### src/rtl/mem_arbiter.sv
// rtl/mem_arbiter.sv - round-robin arbiter sharing main memory between the I and D cache ports
module mem_arbiter #(
  parameter int DATA_W      = 256,
  parameter int ADDR_W      = 32,
  parameter int TIMEOUT_CYC = 64
) (
  input  logic              clk_i,
  input  logic              rst_i,
  input  logic              i_enable_i,
  input  logic              i_write_i,
  input  logic [ADDR_W-1:0] i_addr_i,
  input  logic [DATA_W-1:0] i_data_i,
  output logic              i_ack_o,
  output logic [DATA_W-1:0] i_data_o,
  input  logic              d_enable_i,
  input  logic              d_write_i,
  input  logic [ADDR_W-1:0] d_addr_i,
  input  logic [DATA_W-1:0] d_data_i,
  output logic              d_ack_o,
  output logic [DATA_W-1:0] d_data_o,
  output logic              mem_enable_o,
  output logic              mem_write_o,
  output logic [ADDR_W-1:0] mem_addr_o,
  output logic [DATA_W-1:0] mem_data_o,
  input  logic              mem_ack_i,
  input  logic [DATA_W-1:0] mem_data_i,
  output logic              busy_o,
  output logic              owner_o,
  output logic              err_o
);

  typedef enum logic [1:0] {IDLE, BUSY, RESP} stateT;

  localparam logic [15:0] LAST_WAIT = 16'(TIMEOUT_CYC - 1);

  stateT              state, stateNext;
  logic               memEnable, memEnableNext;
  logic               memWrite, memWriteNext;
  logic [ADDR_W-1:0]  memAddr, memAddrNext;
  logic [DATA_W-1:0]  memData, memDataNext;
  logic [DATA_W-1:0]  respData, respDataNext;
  logic               owner, ownerNext;
  logic               err, errNext;
  logic               iAck, iAckNext;
  logic               dAck, dAckNext;
  logic [15:0]        waitCnt, waitCntNext;
  logic               grantD;

  always_ff @(posedge clk_i) begin
    if (rst_i) begin
      state     <= IDLE;
      memEnable <= 1'b0;
      memWrite  <= 1'b0;
      memAddr   <= '0;
      memData   <= '0;
      respData  <= '0;
      owner     <= 1'b0;
      err       <= 1'b0;
      iAck      <= 1'b0;
      dAck      <= 1'b0;
      waitCnt   <= '0;
    end else begin
      state     <= stateNext;
      memEnable <= memEnableNext;
      memWrite  <= memWriteNext;
      memAddr   <= memAddrNext;
      memData   <= memDataNext;
      respData  <= respDataNext;
      owner     <= ownerNext;
      err       <= errNext;
      iAck      <= iAckNext;
      dAck      <= dAckNext;
      waitCnt   <= waitCntNext;
    end
  end

  always_comb begin
    stateNext     = state;
    memEnableNext = memEnable;
    memWriteNext  = memWrite;
    memAddrNext   = memAddr;
    memDataNext   = memData;
    respDataNext  = respData;
    ownerNext     = owner;
    errNext       = err;
    iAckNext      = 1'b0;
    dAckNext      = 1'b0;
    waitCntNext   = waitCnt;
    // D wins when it is the only requester or when I held the last grant
    grantD        = d_enable_i && (!i_enable_i || !owner);

    case (state)
      IDLE: begin
        if (i_enable_i || d_enable_i) begin
          stateNext     = BUSY;
          memEnableNext = 1'b1;
          ownerNext     = grantD;
          memWriteNext  = grantD ? d_write_i : i_write_i;
          memAddrNext   = grantD ? d_addr_i  : i_addr_i;
          memDataNext   = grantD ? d_data_i  : i_data_i;
          waitCntNext   = '0;
        end
      end
      BUSY: begin
        waitCntNext = waitCnt + 16'd1;
        // An ack arriving on the timeout cycle still counts as success
        if (mem_ack_i) begin
          stateNext     = RESP;
          memEnableNext = 1'b0;
          respDataNext  = mem_data_i;
          iAckNext      = !owner;
          dAckNext      = owner;
        end else if (waitCnt == LAST_WAIT) begin
          stateNext     = RESP;
          memEnableNext = 1'b0;
          respDataNext  = '0;
          errNext       = 1'b1;
          iAckNext      = !owner;
          dAckNext      = owner;
        end
      end
      RESP: begin
        stateNext = IDLE;
      end
      default: begin
        stateNext     = IDLE;
        memEnableNext = 1'b0;
      end
    endcase
  end

  assign mem_enable_o = memEnable;
  assign mem_write_o  = memWrite;
  assign mem_addr_o   = memAddr;
  assign mem_data_o   = memData;
  assign i_ack_o      = iAck;
  assign d_ack_o      = dAck;
  assign i_data_o     = respData;
  assign d_data_o     = respData;
  assign busy_o       = (state != IDLE);
  assign owner_o      = owner;
  assign err_o        = err;

endmodule

### config.mk
export PLATFORM = sky130hd
export DESIGN_NAME = mem_arbiter
export DESIGN_NICKNAME = d
export VERILOG_FILES = /design/src/rtl/mem_arbiter.sv
export SDC_FILE = /design/constraint.sdc
export NUM_CORES = 1
export LEC_CHECK = 0
export CAP_MARGIN = 25
export CORE_AREA = 2 2 645 647
export CTS_BUF_LIST = sky130_fd_sc_hd__clkbuf_16
export CTS_CLUSTER_DIAMETER = 50
export DETAILED_ROUTE_END_ITERATION = 10
export DIE_AREA = 0 0 647 649
export PLACE_DENSITY = 0.3
export SETUP_SLACK_MARGIN = 0.4
export SYNTH_ARGS = -nofsm -noshare
export SYNTH_HDL_FRONTEND = slang
export SYNTH_SLANG_ARGS = --single-unit
### constraint.sdc
create_clock -name clk_i -period 2.5 [get_ports clk_i]
set_clock_uncertainty 0.2 [all_clocks]
set_input_delay 0.375 -clock clk_i [delete_from_list [all_inputs] [get_ports clk_i]]
set_output_delay 0.375 -clock clk_i [all_outputs]
set_load 0.01 [all_outputs]
# Word level (Yosys, flattened, before mapping)
# Cells that the tools add are included.
[op_classes] n_addsub=1 n_mul=0 n_div=0 order_cmp=0 eq_ne=5 shift=0 mux=19 bitwise_logic=3 reduce_logical=16
[ops] cell="256-bit two-way mux" n=3
[ops] cell="32-bit two-way mux" n=1
[ops] cell="16-bit case mux with 2 select lines" n=1
[ops] cell="16-bit by 1-bit adder with 16-bit output (second input constant)" n=1
[ops] cell="16-bit by 6-bit == test with 1-bit output (second input constant)" n=1
[ops] cell="16-bit two-way mux" n=1
[ops] cell="1-bit two-way mux" n=8
[ops] cell="2-bit AND reduction" n=4
[ops] cell="2-bit two-way mux" n=3
[ops] cell="3-bit AND reduction" n=2
[ops] cell="2-bit nonzero test" n=3
[ops] cell="2-bit case mux with 2 select lines" n=1
[ops] cell="3-bit inequality test (second input constant)" n=1
[ops] cell="1-bit NOT" n=3
[ops] cell="1-bit case mux with 3 select lines" n=1
[ops] cell="2-bit by 1-bit == test with 1-bit output (second input constant)" n=1
[ops] cell="2-bit == test (second input constant)" n=1
[ops] cell="1-bit logical NOT" n=2
[ops] cell="2-bit logical NOT" n=1
[ops] cell="1-bit logical OR" n=2
[ops] cell="2-bit inequality test (second input constant)" n=1
[ops] cell="2-bit OR reduction" n=1
[ops] cell="1-bit logical AND" n=1
[totals] regBits=568 latchBits=0 mem_bits_rw=0 rom_bits=0 in_bits=839 memories=0

# Depth between registers and ports, before layout
[logic_depth] ltp_word=4 mapped_depth=8 mapped_depth_nobuf=5

# Least setup slack after synthesis
# Ideal clock, no wire load.
[synth_timing] path_type="register -> register" startpoint="register waitCnt[0]" endpoint="register waitCnt[12]" setup_ns=0.123 t_arrival_ns=1.502 required_ns=2.177 setup_slack_ns=0.675 stages_incl_launch_ff=6 synth_period_minus_slack_ns=1.825 cell_sequence="dfxtp_1 > ha_1 > nand3_1 > nor4_2 > nand4_1 > mux2_1"
[synth_via] elab_chain_len=2
[synth_rtl] item="start, declared" line_no="46" rtl="logic [15:0] waitCnt, waitCntNext;"
[synth_rtl] item="start signal, assigned" line_no="73" rtl="waitCnt <= waitCntNext;"
[synth_rtl] item="16-bit by 1-bit adder with 16-bit output" line_no="105" rtl="waitCntNext = waitCnt + 16'd1;"
[synth_rtl] item="16-bit case mux with 2 select lines" line_no="92" rtl="case (state)"
# No other way between the ends.
# A chain may end at the register's enable or synchronous reset.

# Worst setup path in the final report
[layout_timing] startpoint="register state[0]" endpoint="register respData[56] (netlist: d_data_o[56])"
[layout_via] elab_chain_len=2
[layout_rtl] item="start, declared" line_no="36" rtl="stateT state, stateNext;"
[layout_rtl] item="start signal, assigned" line_no="63" rtl="state <= stateNext;"
[layout_rtl] item="2-bit by 1-bit == test with 1-bit output" line_no="92"
[layout_rtl] item="2-bit AND reduction (no source line)"
[layout_rtl] item="end signal, assigned" line_no="68" rtl="respData <= respDataNext;"
[layout_rtl] item="end, declared" line_no="41" rtl="logic [DATA_W-1:0] respData, respDataNext;"
# No other way between the ends.

==> metrics.txt <==
Slew Limit Fails 0; Synth top area share 42.87%; Cell Chain, Critical Path buf_6 > nor2b_1 > buf_4 > and2_4 > buf_12 > clkbuf_16 > clkbuf_16 > a22oi_1 > a21oi_2; Synth Area in Simple Gates a little over a fifth; Final Instance Area 60100 sq um; initial antenna violation count 130; pre-CTS setup slack -0.1708 ns; cell mode on critical path clkbuf_16; Peak supply drop 0.4035 mV; Die X 647 um; CTS tree done; worst setup path endpoint d_data_o[56]; slowest CP cell dfxtp_4; ys async rst share 0%; FF-to-FF path depth 9; Final HPWL DP 235.0 mm; vias around 34000; Core Region just over 400000 sq um; Worst EP required 2.96 ns; Reg clk slew, reported paths 0.05 ns; die area 419900 sq um; count leader, synth nand2_1; relative slew slack 64.35%; first-pass GRT wire length 351.9 mm; Routed WL 288.5 mm; Tot Pwr 39.03 mW; predominant post-synthesis flop cell dfxtp_1; CP Max Fanout 7; global route overflow 0; initial core utilization 6.431%; Setup CP Type reg -> reg; crit end category flip-flop; Synth Register Bits 568; H-tree levels 4; Fillers around 47000; reg2reg start state[0]; initial DRC count 1665; share of power burned in the clock network 46.4%; Fmax ~470 MHz; worst skew pair latency 0.82 ns; flop-to-flop setup slack 0.37 ns; count of input and output buffers 1645; Critical Path Start state[0]; dominant cell type by area after synthesis dfxtp_1; Gate power share 25.3%; Multi-input gate area 12180 sq um; WHS 0.07570 ns; row count 236; Via density 3.125; Internal Power 26.33 mW; Final Hold Viols 0; register area share after synthesis 42.87%; mux cell area share after synthesis 0.08490%; count of final setup violators 0; Ports 1646; Distinct cells, synth 44; wire per inst 26.33 um; Post-Synth XOR/XNOR Area 0%; vias in the first global route 34730; syn nets 4004; Net Switching 12.69 mW; largest net degree at the start of global routing 110; Synth area leaders dfxtp_1 (43%), a311oi_1 (9.6%), nand2_1 (8.3%); placed cell area 48030 sq um; Post-Synthesis Cells 3164; HP Class in -> reg; leakage 22.68 nW; worst slew pin tran ~0.53 ns; Post-synth EDFFs 0; Clock Sinks 568; Synth Area per Inst 8.384 sq um; fin nets between 6000 and 7000; yosys warns 0; layout cells sized above 1 between 20% and 30%; Die H 649 um; Cell Area, Synth 26530 sq um; Longest Clk Path Bufs 4; compound-cell area share of the yosys netlist between 20% and 30%; min Tclk post-route 2.126 ns; Sw Share 32.52%; Power Density between 600 and 700 nW/um^2; gp weighted congestion about 0.90; largest family of logic cells by synthesized area compound AO/OA/AOI/OAI gates; Setup WS post-layout roughly 0.37 ns; Root Buffer clkbuf_16; status finished, final reports clean; Max Cap Viol 0; crit path launch type flip-flop; Sequential Power Share approximately 28%; total CTS buffers between 100 and 150; r2r endpoint d_data_o[56]; Post-Synth Adder-Cell Area 0.04717%; DRC Markers 0; FF+latch area 11890 sq um; Final Cycle Share a little under nine tenths; CP arrival ~2.6 ns; First-pass DRT Iterations 5; synth cell count leaders nand2_1 (584), dfxtp_1 (568), nor2_1 (301); Crit path largest cell delay 0.35 ns; area grow syn2layout 126.6%; global-route usage over all layers 12.58%; post-detailed-route count of antenna-violating nets 0; RSZ-0062 raised after global routing yes
area by class of cell:
| type | count | area share [%] |
|---|---|---|
| Timing Repair Buffer | 2611 | 40.96 |
| Multi-Input combinational cell | 2026 | 20.26 |
| Sequential cell | 568 | 19.79 |
| Tap cell | 5474 | 11.40 |
| Clock buffer | 139 | 5.788 |
| Clock inverter | 99 | 1.626 |
| Antenna cell | 36 | 0.1499 |
| Inverter | 4 | 0.02498 |
sequential cells by signal (all words and copies together) (netlist names), 2 cells and up:
name / cells
waitCnt: 16
state: 2
mem_data_o: 256
d_data_o: 256
mem_addr_o: 32
worst max-delay path: cells and delay by family (launching register included):
family / cells / cell delay, ns
AND/OR/NAND/NOR: 2 / 0.29
AO/OA/AOI/OAI: 2 / 0.27
flip-flops: 1 / 0.35
buffers and inverters: 5 / 0.83
layer usage:
layer	global-route usage (%)	wire (um)
met1	12.98	101000
met2	23.10	148200
met3	4.897	27390
met4	3.970	11460
met5	0	405
power by group through the flow:
stage                     logic (mW)  registers [mW]  clock network, mW
after floorplan                 2.81            11.0                  0
after global placement          9.05            11.1                  0
after detailed placement        9.04            11.1                  0
after CTS                       9.63            11.0               18.8
after global routing            10.7            11.1               19.2
final                           9.87            11.0               18.1
per-stage QoR:
step                utilization (%)  instances  setup TNS [ns]
finish                        14.57      10960               0
global route                  14.56      10950               0
CTS                           14.36      10850               0
detailed placement            11.64       9899          -11.46
global placement              11.64       9899          -9.210
floorplan                         -       3164               0
cells by family (layout without fill, tap and decap cells):
logic type | count (synthesis) | in the layout
simple gates | 1187 | 1187
compound gates | 836 | 836
buf+inv | 570 | 2853
flops | 568 | 568
mux | 2 | 2
fa+ha+maj | 1 | 1
other cells | 0 | 36
what timing repair did:
| action | in CTS | in global routing |
|---|---|---|
| endpoints found under the hold margin | 478 | 0 |
| pin swaps | 1 | 58 |
| endpoints found under the setup margin | 1035 | 1149 |
| hold buffers | 713 | 0 |
| cloned | 0 | 44 |
| setup buffers | 2 | 25 |
| resized for setup | 1178 | 1898 |
how the worst min path moves through the flow:
stage,end,start,depth (start not counted)
after global routing,mem_data_o[234],d_data_i[234],3
after global placement,err_o,err_o,1
after CTS,d_data_o[9],mem_data_i[9],3
after detailed placement,err_o,err_o,1
final,mem_data_o[228],d_data_i[228],3
after floorplan,waitCnt[3],waitCnt[3],2
cell usage in the layout, fill, tap and decap left out, drive strengths merged, types with 3 or more instances in the layout:
| cell | n |
|---|---|
| and4 | 4 |
| a21oi | 269 |
| clkdlybuf4s50 | 836 |
| or3 | 5 |
| nand3 | 10 |
| and3 | 3 |
| buf | 369 |
| clkbuf | 677 |
| a22oi | 257 |
| dlymetal6s2s | 20 |
| o21ai | 6 |
| diode | 36 |
| nor2 | 301 |
| dlygate4sd3 | 713 |
| nand4 | 6 |
| nand3b | 257 |
| bufinv | 16 |
| clkinvlp | 12 |
| nor4 | 4 |
| a311oi | 290 |
| dlygate4sd2 | 21 |
| a31oi | 3 |
| clkinv | 52 |
| inv | 23 |
| clkdlybuf4s15 | 114 |
| nand2 | 585 |
| dfxtp | 568 |
No activity file was read; power rests on OpenSTA's default activity.
